File: src/rtl/serial_add_arbiter.sv
// Two-requester round-robin arbiter in front of a bit-serial adder.
// One operation takes WIDTH+2 cycles: grant, WIDTH add steps (last one lands the result), then a done cycle.
module serial_add_arbiter #(
   parameter int WIDTH = 8
) (
   input  logic             clk,
   input  logic             reset,
   input  logic             req0,
   input  logic             req1,
   input  logic [WIDTH-1:0] a0,
   input  logic [WIDTH-1:0] b0,
   input  logic [WIDTH-1:0] a1,
   input  logic [WIDTH-1:0] b1,
   output logic             gnt0,
   output logic             gnt1,
   output logic             busy,
   output logic             done,
   output logic             done_id,
   output logic [WIDTH-1:0] out,
   output logic             cout
);

   localparam int CNT_W = $clog2(WIDTH);
   localparam logic [CNT_W-1:0] LAST_CNT = CNT_W'(WIDTH - 1);

   typedef enum logic [1:0] {IDLE, ADD, DONE} state_t;

   state_t           state_q, state_d;
   logic [WIDTH-1:0] a_q, a_d;
   logic [WIDTH-1:0] b_q, b_d;
   logic [WIDTH-1:0] sum_q, sum_d;
   logic [WIDTH-1:0] out_q, out_d;
   logic [CNT_W-1:0] cnt_q, cnt_d;
   logic             carry_q, carry_d;
   logic             cout_q, cout_d;
   logic             last_id_q, last_id_d;
   logic             done_id_q, done_id_d;
   logic             gnt0_q, gnt0_d;
   logic             gnt1_q, gnt1_d;
   logic             done_q, done_d;
   logic             win;
   logic             s_bit;
   logic             c_next;

   always_ff @(posedge clk or posedge reset) begin
      if (reset) begin
         state_q   <= IDLE;
         a_q       <= '0;
         b_q       <= '0;
         sum_q     <= '0;
         out_q     <= '0;
         cnt_q     <= '0;
         carry_q   <= 1'b0;
         cout_q    <= 1'b0;
         last_id_q <= 1'b1;
         done_id_q <= 1'b0;
         gnt0_q    <= 1'b0;
         gnt1_q    <= 1'b0;
         done_q    <= 1'b0;
      end else begin
         state_q   <= state_d;
         a_q       <= a_d;
         b_q       <= b_d;
         sum_q     <= sum_d;
         out_q     <= out_d;
         cnt_q     <= cnt_d;
         carry_q   <= carry_d;
         cout_q    <= cout_d;
         last_id_q <= last_id_d;
         done_id_q <= done_id_d;
         gnt0_q    <= gnt0_d;
         gnt1_q    <= gnt1_d;
         done_q    <= done_d;
      end
   end

   always_comb begin
      state_d   = state_q;
      a_d       = a_q;
      b_d       = b_q;
      sum_d     = sum_q;
      out_d     = out_q;
      cnt_d     = cnt_q;
      carry_d   = carry_q;
      cout_d    = cout_q;
      last_id_d = last_id_q;
      done_id_d = done_id_q;
      gnt0_d    = 1'b0;
      gnt1_d    = 1'b0;
      done_d    = 1'b0;
      // On contention the requester not served last wins; otherwise the lone requester.
      win       = (req0 && req1) ? ~last_id_q : req1;
      s_bit     = a_q[0] ^ b_q[0] ^ carry_q;
      c_next    = (a_q[0] & b_q[0]) | (a_q[0] & carry_q) | (b_q[0] & carry_q);

      unique case (state_q)
         IDLE: begin
            if (req0 || req1) begin
               a_d       = win ? a1 : a0;
               b_d       = win ? b1 : b0;
               carry_d   = 1'b0;
               cnt_d     = '0;
               last_id_d = win;
               done_id_d = win;
               gnt0_d    = ~win;
               gnt1_d    = win;
               state_d   = ADD;
            end
         end
         ADD: begin
            a_d     = a_q >> 1;
            b_d     = b_q >> 1;
            sum_d   = {s_bit, sum_q[WIDTH-1:1]};
            carry_d = c_next;
            cnt_d   = cnt_q + 1'b1;
            // The final step publishes the sum including the bit computed this cycle.
            if (cnt_q == LAST_CNT) begin
               out_d   = {s_bit, sum_q[WIDTH-1:1]};
               cout_d  = c_next;
               done_d  = 1'b1;
               state_d = DONE;
            end
         end
         DONE: begin
            state_d = IDLE;
         end
         default: begin
            state_d = IDLE;
         end
      endcase
   end

   assign gnt0    = gnt0_q;
   assign gnt1    = gnt1_q;
   assign busy    = (state_q != IDLE);
   assign done    = done_q;
   assign done_id = done_id_q;
   assign out     = out_q;
   assign cout    = cout_q;

endmodule

File: config.mk
export PLATFORM = sky130hd
export DESIGN_NAME = serial_add_arbiter
export DESIGN_NICKNAME = d
export VERILOG_FILES = /design/src/rtl/serial_add_arbiter.sv
export SDC_FILE = /design/constraint.sdc
export NUM_CORES = 1
export LEC_CHECK = 0
export ABC_CLOCK_PERIOD_IN_PS = 2800
export CAP_MARGIN = 20
export CORE_AREA = 2 2 70 72
export DETAILED_ROUTE_END_ITERATION = 16
export DIE_AREA = 0 0 72 74
export HOLD_SLACK_MARGIN = 0.15
export PLACE_DENSITY = 0.73
export SLEW_MARGIN = 20
export SYNTH_ARGS = -nofsm -noshare
export SYNTH_HDL_FRONTEND = slang
export SYNTH_SLANG_ARGS = --single-unit
File: constraint.sdc
create_clock -name clk -period 2.8 [get_ports clk]
set_clock_uncertainty 0.05 [all_clocks]
set_input_delay 0.28 -clock clk [delete_from_list [all_inputs] [get_ports clk]]
set_output_delay 0.28 -clock clk [all_outputs]
set_load 0.01 [all_outputs]
; Word level (Yosys, flattened, before mapping)
; Index checks and enable logic that the tools add are counted.
[op_classes]
mux = 20
reduce_logical = 9
n_eq_ne = 4
addsub = 1
bitwise = 9
[ops]
columns = cell, n
row1 = 8-bit 2-to-1 mux, 4
row2 = 8-bit case mux with 2 select lines, 2
row3 = 1-bit 2-to-1 mux, 8
row4 = 2-bit AND reduction, 4
row5 = 3-bit case mux with 2 select lines, 1
row6 = 2-bit 2-to-1 mux, 2
row7 = "2-bit != test, second input constant", 2
row8 = 2-bit case mux with 2 select lines, 1
row9 = 2-bit nonzero test, 2
row10 = "3-bit by 1-bit adder with 3-bit output, second input constant", 1
row11 = 1-bit AND, 3
row12 = "3-bit equality test, second input constant", 1
row13 = 3-bit 2-to-1 mux, 1
row14 = "2-bit by 1-bit equality test with 1-bit output, second input constant", 1
row15 = 2-bit zero test, 1
row16 = 1-bit NOT, 2
row17 = 1-bit OR, 2
row18 = 1-bit case mux with 2 select lines, 1
row19 = 1-bit bitwise XOR, 2
row20 = 1-bit logical AND, 1
row21 = 1-bit logical OR, 1
[totals]
in_bits = 36
reg_bits = 44

; Logic depth before layout (Yosys ltp)
[depth]
depth_word = 5
ltp_mapped = 5
mapped_depth_nobuf = 5

; Least setup slack after synthesis
; OpenSTA, ideal clock, no wires.
[synth_timing]
path_kind = flip-flop to flip-flop
startpoint = register cnt_q[0]
endpoint = register cout_q (netlist: cout)
stages_incl_launch_ff = 6
arrival_ns = 1.215
setup_slack_ns = 1.410
n_path_buf = 0
path_cell_list = dfrtp_1 > ha_1 > ha_1 > nand2_4 > inv_4 > mux2_4
[synth_via]
elab_chain_len = 2
[synth_rtl]
columns = element, line
row1 = "start, declared", 33  ; logic [CNT_W-1:0] cnt_q, cnt_d;
row2 = "start signal, assigned", 66  ; cnt_q <= cnt_d;
row3 = 3-bit equality test, 117  ; if (cnt_q == LAST_CNT) begin
row4 = 2-bit AND reduction (no line), --
row5 = "end signal, assigned", 68  ; cout_q <= cout_d;
row6 = "end, declared", 35  ; logic cout_q, cout_d;
; No other way between the ends.
; A chain may end at the register's enable or synchronous reset.

; Final worst setup path
[layout_timing]
startpoint = register state_q[1]
endpoint = output busy
[layout_via]
elab_chain_len = 1
[layout_rtl]
columns = element, line
row1 = "start, declared", 28  ; state_t state_q, state_d;
row2 = "start signal, assigned", 61  ; state_q <= state_d;
row3 = 2-bit nonzero test, 135  ; assign busy = (state_q != IDLE);
row4 = "end, declared", 16  ; output logic busy,
; No other way between the ends.

==> flow_metrics.env <==
export IMPL_rows=25
export IMPL_cts_resized_gates=0
export IMPL_io_pins=50
export IMPL_syn_area_sq_um=2000
export IMPL_r2r_start="state_q[1]"
export IMPL_critPathLaunchType="register"
export IMPL_n_fill_cell=399
export IMPL_vdd_drop_max_mv=0.314
export IMPL_cts_tree="done"
export IMPL_finalCritPeriodShare_pct=73.6
export IMPL_drc=0
export IMPL_worst_r2r_path_depth=4
export IMPL_htree_levels=2
export IMPL_synth_compound_area_share_pct=14.5
export IMPL_postCtsHoldBufs=0
export IMPL_num_nets_final=264
export IMPL_hold_viol_final=0
export IMPL_synth_warnings=0
export IMPL_cp_data_required_time_ns=2.47
export IMPL_ys_ff_latch=43
export IMPL_synth_simple_area_share_pct=10.2
export IMPL_vias=1440
export IMPL_die_h_microns=74
export IMPL_rsz0062_at_grt="false"
export IMPL_outcome="finished, final reports clean"
export IMPL_fin_crit_ns=2.06
export IMPL_cp_arrival_ns=1.73
export IMPL_rrSetupSlack_ns=0.98
export IMPL_antenna_cells=0
export IMPL_cts_setup_buffers=0
export IMPL_p_per_area_nw_per_um2=935
export IMPL_r2r_end="out[5]"
export IMPL_die_area_sq_um=5330
export IMPL_io_buffers=49
export IMPL_min_path_type="in2async"
export IMPL_seqCellArea_sq_um=1080
export IMPL_cts_reportedPaths_clkPinSlew_ns=0.08
export IMPL_cp_end_kind="output pin"
export IMPL_drtIter0Drc=51
export IMPL_core_area_sq_um=4600
export IMPL_grt_pass1_vias=1353
export IMPL_critPathMaxFanout=18
export IMPL_power_mw=2.46
export IMPL_power_leakage_nw=1.20
export IMPL_report_final_setup_viol=0
export IMPL_synth_xor_xnor_area_share_pct=0
export IMPL_muxShareOfSynthArea_pct=14.8
export IMPL_slew_headroom_pct=42.8
export IMPL_fp_dieW_microns=72
export IMPL_numCtsBuffers=5
export IMPL_clock_latency_ns=0.30
export IMPL_synth_distinct_cells=31
export IMPL_synthAdderAreaFrac_pct=2.25
export IMPL_place_congestion=0.740
export IMPL_clock_sinks=43
export IMPL_final_layout_size_suffix_gt1_share_pct=15.9
export IMPL_final_setup_tns_ns=0
export IMPL_syn_to_final_growth_pct=31.2
export IMPL_clockRootBuffer="clkbuf_8"
export IMPL_wl_per_cell_microns=13.4
export IMPL_grt_use_total_pct=15.9
export IMPL_fmaxAchievable_mhz=485
export IMPL_path_class="reg2out"
export IMPL_grt_max_degree=26
export IMPL_synthCells=173
export IMPL_multi_input_area_sq_um=840
export IMPL_syn_area_per_cell_sq_um=11.6
export IMPL_ys_seq_area_share_pct=53.7
export IMPL_drt_wl_total_mm=3.75
export IMPL_grt_pass1_wl_mm=6.42
export IMPL_tightest_slew_ns=0.852
export IMPL_vias_per_cell=5.14
export IMPL_initial_core_util_pct=43.6
export IMPL_dp_hpwl_mm=2.65
export IMPL_antenna_found_initial=0
export IMPL_synth_top_family_by_area="multiplexers"
export IMPL_finalMaxSlewViolations=0
export IMPL_clk_path_buf_depth=2
export IMPL_grt_overflow_total=0
export IMPL_ant_nets=0
export IMPL_drtPass1Iterations=4
export IMPL_cap_violations=0
export IMPL_syn_num_nets=212
kinds of logic after synthesis:
kind of cell               count (synthesis)
buffers and inverters                     15
and+or+nand+nor                           46
muxes                                     27
DFF                                       43
adders and majority gates                  3
AOI/OAI and AO/OA                         39
worst max-delay path by stage:
stage	from	to	slack [ns]	depth (start not counted)
3_3_place_gp	req1	b_q[0]	0.92	4
2_1_floorplan	cnt_q[0]	cout	1.41	5
4_1_cts	state_q[1]	busy	0.72	3
3_5_place_dp	req1	a_q[6]	0.89	5
6_report	state_q[1]	busy	0.74	3
5_1_grt	state_q[1]	busy	0.61	3
power breakdown:
part | internal [mW] | total (mW) | switching [mW]
registers | 0.897 | 1.06 | 0.163
clock network | 0.173 | 0.390 | 0.216
logic | 0.547 | 1.01 | 0.463
total | 1.62 | 2.46 | 0.842
stage by stage:
step | hold WS [ns] | worst slack [ns] | utilization, % | cells | area (sq um)
after detailed placement | 0.411 | 0.888 | 55.3 | 272 | 2540
final | 0.303 | 0.739 | 57.2 | 280 | 2630
after CTS | 0.325 | 0.720 | 57.2 | 280 | 2630
after global placement | 0.410 | 0.920 | 55.3 | 272 | 2540
after global routing | 0.393 | 0.610 | 57.2 | 280 | 2630
after floorplan | 0.300 | 1.41 | - | 173 | 2000
flip-flops by register name (all words and copies together) (netlist names):
name,cells
carry_q,1
cout,1
done,1
gnt1,1
done_id,1
b_q,8
gnt0,1
a_q,8
last_id_q,1
cnt_q,3
out,8
sum_q,7
state_q,2
Yosys cell counts:
cell type,instances,area [sq um]
nor2_1,1,3.75
buf_12,1,20.0
inv_1,4,15.0
o211ai_1,6,45.0
mux2i_1,18,180
clkbuf_1,2,7.51
nand2_4,1,11.3
a31o_2,3,26.3
a31oi_1,1,6.26
buf_2,6,30.0
o21ai_2,1,8.76
o21ai_0,17,85.1
a21o_1,1,7.51
o211ai_2,7,87.6
nor2b_1,1,6.26
dfstp_2,1,26.3
nand2_1,36,135
buf_6,1,11.3
nand2b_1,1,6.26
fa_1,1,20.0
and2_1,4,25.0
dfrtp_1,42,1050
ha_1,2,25.0
mux2_4,4,60.1
a21oi_1,1,5.00
nor3_2,1,10.0
o221ai_1,1,8.76
inv_4,1,6.26
nor2_2,1,6.26
mux2_1,5,56.3
a21boi_2,1,11.3
metal layers:
layer | routed length, microns | GRT usage (%) | up-vias
met5 | 0 | 0 | -
met4 | 58 | 7.55 | 0
met3 | 175 | 3.79 | 5
met2 | 1760 | 24.8 | 39
met1 | 1750 | 21.3 | 692
li1 | - | - | 704
worst max-delay path, stage by stage (launching register included):
cell and delay [ns]:
dfrtp_1 0.68, nor2_2 0.15, inv_1 0.08, clkdlybuf4s50_1 0.52
area by class of cell:
cell class,instances,area share (%)
clock buffer,5,2.62
clock inverter,3,0.761
inverter,5,0.809
multi-input combinational,115,31.9
sequential,43,41.0
tap,54,2.57
timing repair buffer,55,20.4
placed cells by master, fill, tap and decap left out, types with 2 or more instances in the layout:
| cell type | instances |
|---|---|
| clkdlybuf4s50_1 | 49 |
| dfrtp_1 | 42 |
| nand2_1 | 36 |
| mux2i_1 | 18 |
| o21ai_0 | 17 |
| o211ai_2 | 7 |
| o211ai_1 | 6 |
| buf_4 | 6 |
| mux2_1 | 5 |
| clkbuf_8 | 5 |
| mux2_4 | 4 |
| and2_1 | 4 |
| a31o_2 | 3 |
| inv_1 | 3 |
| ha_1 | 2 |
| clkinvlp_4 | 2 |
Power figures use the tool's default switching activity.
